==> config.mk <==
export PLATFORM = sky130hd
export DESIGN_NAME = threat_response_scheduler
export DESIGN_NICKNAME = d
export VERILOG_FILES = /design/src/rtl/ew_pkg.sv /design/src/rtl/rr_arbiter.sv /design/src/rtl/threat_response_scheduler.sv
export SDC_FILE = /design/constraint.sdc
export NUM_CORES = 1
export LEC_CHECK = 0
export CAP_MARGIN = 0
export CORE_UTILIZATION = 50
export CTS_CLUSTER_DIAMETER = 100
export DETAILED_ROUTE_END_ITERATION = 8
export HOLD_SLACK_MARGIN = 0.03
export PLACE_DENSITY = 0.8
export SLEW_MARGIN = 20
export SYNTH_ARGS = -nofsm -noshare
export SYNTH_HDL_FRONTEND = slang
export SYNTH_SLANG_ARGS = --single-unit
export TNS_END_PERCENT = 5
==> constraint.sdc <==
create_clock -name clk -period 12.8 [get_ports clk]
set_clock_uncertainty 0.2 [all_clocks]
set_input_delay 2.56 -clock clk [delete_from_list [all_inputs] [get_ports clk]]
set_output_delay 2.56 -clock clk [all_outputs]
set_load 0.02 [all_outputs]
==> src/rtl/ew_pkg.sv <==
// Shared types and helpers for the threat response scheduler.
// Threat identifiers follow the bit order of the signal monitor's threat vector.
package ew_pkg;

    localparam int THREAT_W = 8;
    localparam int ID_W     = 3;

    typedef enum logic [ID_W-1:0] {
        BURST_JAM     = 3'd0,
        SIGNAL_DROP   = 3'd1,
        SPOOF         = 3'd2,
        BLANKING      = 3'd3,
        RAMP_JAM      = 3'd4,
        ENTROPY_NOISE = 3'd5,
        RANDOM_NOISE  = 3'd6,
        ALL_ZERO      = 3'd7
    } threat_id_t;

    typedef enum logic {
        IDLE  = 1'b0,
        ISSUE = 1'b1
    } sched_state_t;

    function automatic logic [3:0] popcount8(input logic [THREAT_W-1:0] v);
        logic [3:0] n;
        n = 4'd0;
        for (int i = 0; i < THREAT_W; i++) begin
            n = n + {3'd0, v[i]};
        end
        return n;
    endfunction

endpackage

==> src/rtl/rr_arbiter.sv <==
// Combinational round-robin arbiter: grants the lowest requesting index at or
// above the pointer, wrapping from 7 back to 0.
module rr_arbiter
    import ew_pkg::*;
(
    input  logic [THREAT_W-1:0] req,
    input  logic [ID_W-1:0]     ptr,
    output logic [THREAT_W-1:0] grant,
    output logic [ID_W-1:0]     idx,
    output logic                any_req
);

    logic [ID_W-1:0] cand;

    // Scan offsets from farthest to nearest so the nearest request wins.
    always_comb begin
        idx     = 3'd0;
        cand    = 3'd0;
        any_req = |req;
        for (int k = THREAT_W - 1; k >= 0; k--) begin
            cand = ptr + 3'(k);
            if (req[cand]) begin
                idx = cand;
            end else begin
                idx = idx;
            end
        end
        if (any_req) begin
            grant = 8'd1 << idx;
        end else begin
            grant = 8'd0;
        end
    end

endmodule

==> src/rtl/threat_response_scheduler.sv <==
// Coalesces threat events, arbitrates round-robin among pending types and issues
// one countermeasure command at a time, with per-type cooldown after service.
module threat_response_scheduler
    import ew_pkg::*;
#(
    parameter int HOLDOFF_CYCLES = 16,
    parameter int CNT_W          = 4
) (
    input  logic                clk,
    input  logic                reset,
    input  logic [THREAT_W-1:0] threat_vector,
    input  logic                enable,
    input  logic [THREAT_W-1:0] mask,
    output logic                cm_valid,
    input  logic                cm_ready,
    output logic [ID_W-1:0]     cm_id,
    output logic [CNT_W-1:0]    cm_count,
    output logic [THREAT_W-1:0] pending,
    output logic                busy,
    output logic [15:0]         suppressed_cnt
);

    localparam int CD_RAW = $clog2(HOLDOFF_CYCLES + 1);
    localparam int CD_W   = (CD_RAW < 1) ? 1 : CD_RAW;
    localparam logic [CD_W-1:0]  CD_LOAD = CD_W'(HOLDOFF_CYCLES);
    localparam logic [CNT_W-1:0] OCC_MAX = {CNT_W{1'b1}};

    sched_state_t        state_r;
    logic                cm_valid_r;
    logic                busy_r;
    logic [ID_W-1:0]     cm_id_r;
    logic [CNT_W-1:0]    cm_count_r;
    logic [ID_W-1:0]     rr_ptr_r;
    logic [THREAT_W-1:0] pending_r;
    logic [CNT_W-1:0]    occ_r      [THREAT_W];
    logic [CD_W-1:0]     cooldown_r [THREAT_W];
    logic [15:0]         suppressed_r;

    logic [THREAT_W-1:0] cool_s;
    logic [THREAT_W-1:0] live_s;
    logic [THREAT_W-1:0] accept_s;
    logic [THREAT_W-1:0] suppress_s;
    logic [THREAT_W-1:0] arb_req_s;
    logic [THREAT_W-1:0] grant_s;
    logic [ID_W-1:0]     sel_s;
    logic                any_s;
    logic                take_s;
    logic                handshake_s;
    logic [16:0]         sup_sum_s;

    rr_arbiter u_arb (
        .req     (arb_req_s),
        .ptr     (rr_ptr_r),
        .grant   (grant_s),
        .idx     (sel_s),
        .any_req (any_s)
    );

    // Per-type event qualification and FSM transition strobes.
    always_comb begin
        cool_s = 8'h00;
        for (int i = 0; i < THREAT_W; i++) begin
            if (cooldown_r[i] != CD_W'(0)) begin
                cool_s[i] = 1'b1;
            end else begin
                cool_s[i] = 1'b0;
            end
        end
        live_s      = threat_vector & mask & {THREAT_W{enable}};
        accept_s    = live_s & ~cool_s;
        suppress_s  = live_s & cool_s;
        arb_req_s   = pending_r & mask & {THREAT_W{enable}};
        take_s      = (state_r == IDLE) && any_s;
        handshake_s = cm_valid_r && cm_ready;
        sup_sum_s   = {1'b0, suppressed_r} + 17'(popcount8(suppress_s));
    end

    // Pending bitmap and occurrence counters; a same-edge event on the
    // selected type starts a fresh occurrence rather than joining the command.
    always_ff @(posedge clk or posedge reset) begin
        if (reset) begin
            pending_r <= 8'h00;
            for (int i = 0; i < THREAT_W; i++) begin
                occ_r[i] <= CNT_W'(0);
            end
        end else begin
            for (int i = 0; i < THREAT_W; i++) begin
                if (!enable || !mask[i]) begin
                    pending_r[i] <= 1'b0;
                    occ_r[i]     <= CNT_W'(0);
                end else if (accept_s[i]) begin
                    pending_r[i] <= 1'b1;
                    if (take_s && grant_s[i]) begin
                        occ_r[i] <= CNT_W'(1);
                    end else if (occ_r[i] == OCC_MAX) begin
                        occ_r[i] <= OCC_MAX;
                    end else begin
                        occ_r[i] <= occ_r[i] + CNT_W'(1);
                    end
                end else if (take_s && grant_s[i]) begin
                    pending_r[i] <= 1'b0;
                    occ_r[i]     <= CNT_W'(0);
                end else begin
                    pending_r[i] <= pending_r[i];
                    occ_r[i]     <= occ_r[i];
                end
            end
        end
    end

    // Cooldown counters: reload on handshake of that type, otherwise count down to zero.
    always_ff @(posedge clk or posedge reset) begin
        if (reset) begin
            for (int i = 0; i < THREAT_W; i++) begin
                cooldown_r[i] <= CD_W'(0);
            end
        end else begin
            for (int i = 0; i < THREAT_W; i++) begin
                if (handshake_s && (cm_id_r == 3'(i))) begin
                    cooldown_r[i] <= CD_LOAD;
                end else if (cool_s[i]) begin
                    cooldown_r[i] <= cooldown_r[i] - CD_W'(1);
                end else begin
                    cooldown_r[i] <= cooldown_r[i];
                end
            end
        end
    end

    // Saturating count of events dropped while their type was cooling down.
    always_ff @(posedge clk or posedge reset) begin
        if (reset) begin
            suppressed_r <= 16'h0000;
        end else if (sup_sum_s[16]) begin
            suppressed_r <= 16'hFFFF;
        end else begin
            suppressed_r <= sup_sum_s[15:0];
        end
    end

    // Command FSM with registered handshake outputs.
    always_ff @(posedge clk or posedge reset) begin
        if (reset) begin
            state_r    <= IDLE;
            cm_valid_r <= 1'b0;
            busy_r     <= 1'b0;
            cm_id_r    <= 3'd0;
            cm_count_r <= CNT_W'(0);
            rr_ptr_r   <= 3'd0;
        end else begin
            case (state_r)
                IDLE: begin
                    if (take_s) begin
                        state_r    <= ISSUE;
                        cm_valid_r <= 1'b1;
                        busy_r     <= 1'b1;
                        cm_id_r    <= sel_s;
                        cm_count_r <= occ_r[sel_s];
                    end else begin
                        state_r    <= IDLE;
                    end
                end
                ISSUE: begin
                    if (cm_ready) begin
                        state_r    <= IDLE;
                        cm_valid_r <= 1'b0;
                        busy_r     <= 1'b0;
                        rr_ptr_r   <= cm_id_r + 3'd1;
                    end else begin
                        state_r    <= ISSUE;
                    end
                end
                default: begin
                    state_r    <= IDLE;
                    cm_valid_r <= 1'b0;
                    busy_r     <= 1'b0;
                end
            endcase
        end
    end

    assign cm_valid       = cm_valid_r;
    assign busy           = busy_r;
    assign cm_id          = cm_id_r;
    assign cm_count       = cm_count_r;
    assign pending        = pending_r;
    assign suppressed_cnt = suppressed_r;

endmodule

# --- Word-level counts from Yosys, hierarchy flattened ---
# Index checks and enable logic that the tools add are counted.
classes:
  bitwise: 9
  order_cmp: 9
  eq_ne: 17
  n_addsub: 32
  shift: 1
  multipliers: 0
  mux: 123
  n_reduce_logical: 64
  div: 0
op_table:
  columns: ["operator", "count"]
  rows:
  - ["$mux W4", 42]
  - ["$mux W5", 16]
  - ["$and A8 B8 Y8", 6]
  - ["$mux W1", 44]
  - ["$reduce_bool A5 Y1", 8]
  - ["$sub A5 B1 Y5 const B", 8]
  - ["$add A4 B1 Y4 const B", 8]
  - ["$eq A4 B4 Y1 const B", 8]
  - ["$lt A3 B4 Y1 const B", 8]
  - ["$bmux W1 S3", 8]
  - ["$mux W3", 8]
  - ["$reduce_bool A3 Y1", 8]
  - ["$logic_and A1 B1 Y1", 18]
  - ["$add A16 B4 Y17", 1]
  - ["$add A4 B1 Y4", 4]
  - ["$mux W16", 1]
  - ["$reduce_bool A2 Y1", 8]
  - ["$add A3 B3 Y3 const B", 4]
  - ["$bmux W4 S3", 1]
  - ["$eq A3 B3 Y1 const B", 4]
  - ["$logic_not A1 Y1", 9]
  - ["$logic_or A1 B1 Y1", 8]
  - ["$mux W8", 1]
  - ["$not A8 Y8", 1]
  - ["other kinds (16)", 23]
totals:
  elab_cells: 285
  n_memories: 0
  output_inout_bits: 33
  latchBits: 0
  in_bits: 20
  register_bits: 108
  mem_bits_ro: 0
  mem_bits_rw: 0

# --- Longest topological paths before layout ---
logic_depth:
  ltp_word: 18
  mapped_depth: 19
  depth_no_buf: 18

# --- Cells and area by module ---
# Synthesis repeated with hierarchy kept, for this count alone.
unflattened:
  cells_unflattened: 765
  hier_area_um2: 7280.7
modules_own_cells:
  columns: ["mod", "cells_each", "area_each_um2", "n_inst", "seq_area_each_um2"]
  rows:
  - ["threat_response_scheduler", 633, 6132.1, 1, 2702.6]
  - ["rr_arbiter", 132, 1148.6, 1, 0.0]

# --- Least setup slack after synthesis ---
# Ideal clock, no wire load.
synth_path:
  path_kind: "input to register"
  from: "in enable"
  to: "reg suppressed_r[10], in the netlist suppressed_cnt[10]"
  path_buffers: 4
  t_arrival_ns: 6.955
  required_time_ns: 12.466
  cell_stages: 17
  setup_ns: 0.134
  path_slack_ns: 5.511
  cell_sequence: "clkbuf_1 -> clkbuf_1 -> buf_1 -> nand3_1 -> nor2_1 -> fa_1 -> inv_1 -> fa_1 -> inv_1 -> fa_1 -> fa_1 -> fa_1 -> a21o_1 -> a21oi_1 -> or3_1 -> clkbuf_1 -> nand2_1"
synth_via:
  elab_chain_len: 11
synth_rtl:
  columns: ["item", "line", "rtl"]
  rows:
  - ["from (decl)", "threat_response_scheduler.sv:12", "input logic enable,"]
  - ["$and A8 B8 Y8 *", "threat_response_scheduler.sv:69", "live_s = threat_vector & mask & {THREAT_W{enable}};"]
  - ["$and A8 B8 Y8 *", "threat_response_scheduler.sv:71", "suppress_s = live_s & cool_s;"]
  - ["$add A1 B1 Y2", "ew_pkg.sv:28", "n = n + {3'd0, v[i]};"]
  - ["$add A2 B1 Y3", "ew_pkg.sv:28", null]
  - ["$add A3 B1 Y4", "ew_pkg.sv:28", null]
  - ["$add A4 B1 Y4 (3 in a row)", "ew_pkg.sv:28", null]
  - ["$add A4 B1 Y4 *", "ew_pkg.sv:28", null]
  - ["$add A16 B4 Y17 *", "threat_response_scheduler.sv:75", "sup_sum_s = {1'b0, suppressed_r} + 17'(popcount8(suppress_s));"]
  - ["$mux W16 *", "threat_response_scheduler.sv:134", "end else if (sup_sum_s[16]) begin"]
  - ["to (signal assigned)", "threat_response_scheduler.sv:137", "suppressed_r <= sup_sum_s[15:0];"]
  - ["to (decl)", "threat_response_scheduler.sv:37", "logic [15:0] suppressed_r;"]
# Every way passes the cells marked *; elsewhere a longest branch is shown, timed or not.
# A chain may end at the register's enable or synchronous reset.

# --- Worst setup path after layout ---
layout_path:
  from: "in enable"
  to: "reg suppressed_r[3], in the netlist suppressed_cnt[3]"
# Same word-level chain as after synthesis.

==> summary.txt <==
Timing
  • Slew HR: 41.0%
  • Post-Route Setup TNS: 0 ps
  • Count of final hold-check violations: 0
  • Fmax: 0.134 GHz
  • Pin slew with the least headroom to its limit: 885 ps
  • Fin crit period: 7470 ps
  • Final setup vio count: 0
  • Unrepaired setup endpoints after global routing: no
  • Hold WS: 305 ps
  • Final Cycle Share: 58.4%
  • Final Slew Violations: 0

Layout
  • Ant diodes: 0
  • Layout cells sized above 1: 7.64%
  • Layout Nets: 867
  • Syn-to-layout area delta: 14.1%
  • Multi-input gate area: 0.00397 mm^2
  • Register Area: 0.00270 mm^2
  • Fillcell total: 1139

Logic synthesis
  • Mapped Nets: 822
  • Primary FF master, synth: dfrtp_1
  • Post-Synthesis Cells: 762
  • Ys async rst share: 100%
  • Mapped Area: 0.00697 mm^2
  • Post-synth top area share: 38.8%
  • Cell taking the most area after synthesis: dfrtp_1
  • Synth cell types: 74
  • YS warnings: 0
  • Top cells by area, synth: dfrtp_1, ha_1, nand2_1, nor2_1, a21oi_1
  • Syn_area_per_cell: 9.15 um^2
  • Seq/Total Area, Yosys: 38.8%
  • EDFF count, synth: 0
  • Post-synthesis register bit count: 108

Global route
  • Global Route Usage Sum: 24.3%
  • Number of global-route vias before repair: 5507
  • Total gr overflow: 0
  • Initial antenna violation count: 0
  • Pin count of the biggest net entering global routing: 58
  • First-pass GRT wire length: 27700 um

Routing
  • Drt first pass iters: 6
  • Vias per cell: 6.10
  • Number of remaining DRC errors: 0
  • Total number of vias: 6026
  • Initial DRC Count: 560
  • Routed WL: 16700 um
  • Antenna-violating nets left: 0
  • Avg WL per Cell: 16.9 um

Placed design
  • Global placement routability congestion: 0.902
  • Detailed placement HPWL: 12000 um
  • IO buf count: 52

Clock network
  • CTS tree: done
  • CTS clk-pin slew, worst paths: 80 ps
  • # clock sinks: 108
  • Root Buffer: clkbuf_16
  • H-tree depth: 3
  • Post-CTS Resized: 0
  • Post CTS Setup Buffer Count: 0
  • Total CTS buffers: 9
  • Post-CTS Hold Buffers: 0
  • Max Root-Sink Buffers: 2
  • Clk_lat worst skew: 360 ps

Setup path
  • CP delay by family, top: adder cells
  • CP peak stage delay: 530 ps
  • Crit path capture type: register
  • CP Cell Sequence: clkdlybuf4s50_1 > buf_4 > nand3_1 > nor2_1 > fa_1 > inv_1 > fa_1 > inv_1 > fa_1 > fa_1 > fa_1 > a21o_1 > a21oi_1 > or3_1 > o21ai_0
  • CP dominant cell by count: fa_1
  • CP max FO: 40
  • CP arrival: 7490 ps
  • CP max stage cell: a21oi_1
  • Critical Path Source Type: primary input
  • Critical Setup Path Class: primary input to register
  • Crit path required time: 12820 ps
  • Critical path buffers and inverters: 4

Power and ir drop
  • Power per standard cell area: 186 mW/mm^2
  • Max VDD drop: 0.000125 V
  • Leakage: 3.41 nW

Job
  • Max-Cap Viols: 0

Floorplan
  • Core ar.: 0.0134 mm^2
  • Initial Utilization: 52.0%
  • Die area: 0.0144 mm^2
  • I/O pin count: 53
  • Die H: 120 um
  • Placement Rows: 42
  • Die width: 120 um

Worst hold path
  • Worst Hold Class: register to register

Outcome
  • Status: completed
## cell usage after synthesis, types with 10 or more instances
cell / count
nand2_1: 73
or3_1: 11
mux2_2: 13
ha_1: 35
xnor2_1: 16
nand4_1: 12
and3_1: 14
inv_1: 51
o21ai_0: 22
nor2_1: 71
nand3_1: 26
a211oi_1: 15
dfrtp_1: 108
o22ai_1: 10
nor3_1: 32
a21o_1: 15
a21oi_1: 41
mux2i_1: 19
a31oi_1: 15
## report_power, final
group	switching [mW]	total, mW	internal, mW	leakage, nW
Sequential	0.100	0.535	0.434	1.41
Combinational	0.361	0.652	0.291	1.86
Clock	0.137	0.292	0.155	0.148
## area by class of cell
class | instances | area share, %
clock buffers | 9 | 2.83
clock inverters | 7 | 1.05
inverters | 51 | 2.44
multi-input cells | 580 | 49.9
flip-flops and latches | 108 | 34.0
well taps | 176 | 2.77
repair buffers | 57 | 7.01
## state kept, by name, summed over array words and instances, names as in the netlist
name            count
busy                1
cm_count            4
cm_id               3
cooldown_r         40
occ_r              32
pending             8
rr_ptr_r            3
state_r             1
suppressed_cnt     16
## worst paths after layout
check	startpoint	end	slack (ps)	cells past startpoint
worst max register to register	cooldown_r[35]	suppressed_cnt[3]	7060	15
worst min register to register	cooldown_r[9]	cooldown_r[9]	300	1
min in group asynchronous	reset	suppressed_cnt[15]	2420	2
worst max-delay path	enable	suppressed_cnt[3]	5330	15
worst min-delay path	cooldown_r[9]	cooldown_r[9]	300	1
max in group asynchronous	reset	cooldown_r[4]	8790	3
## cells in the final DEF, fill, tap and decap left out, drive strengths merged, types with 15 or more instances in the layout
master         instances
ha                    35
clkdlybuf4s50         52
nand3                 27
a211oi                19
inv                   53
a31oi                 15
nor3                  33
dfrtp                108
xnor2                 17
nor2                  72
a21oi                 41
a21o                  15
nand2                 73
o21ai                 26
mux2i                 19
## metrics by stage
stage | area (um^2) | power, mW | utilization, % | worst slack, ps | std cells
after floorplan | 6970 | 1.02 | - | 5510 | 762
after global placement | 7650 | 1.17 | 57.1 | 5050 | 972
after detailed placement | 7650 | 1.19 | 57.1 | 4980 | 972
after CTS | 7960 | 1.48 | 59.4 | 5310 | 988
after global routing | 7960 | 1.59 | 59.4 | 5020 | 988
final | 7960 | 1.48 | 59.4 | 5330 | 988
## cell families (layout without fill, tap and decap cells)
| logic type | after synthesis | after routing | synth area share [%] |
|---|---|---|---|
| AOI/OAI and AO/OA | 194 | 194 | 20.2 |
| buffers and inverters | 74 | 124 | 4.40 |
| and+or+nand+nor | 289 | 289 | 20.6 |
| adders and majority gates | 40 | 40 | 7.72 |
| muxes | 34 | 34 | 5.37 |
| DFF | 108 | 108 | 38.8 |
| xor gates and xnor gates | 23 | 23 | 3.00 |
## layer usage
layer / global-route usage, % / routed length (um) / vias to the layer above
li1: - / - / 2883
met2: 37.9 / 7750 / 184
met3: 4.99 / 960 / 29
met5: 0 / 0 / -
met1: 34.0 / 7630 / 2930
met4: 7.42 / 319 / 0
Note: power is estimated with default switching activity, not from simulation.
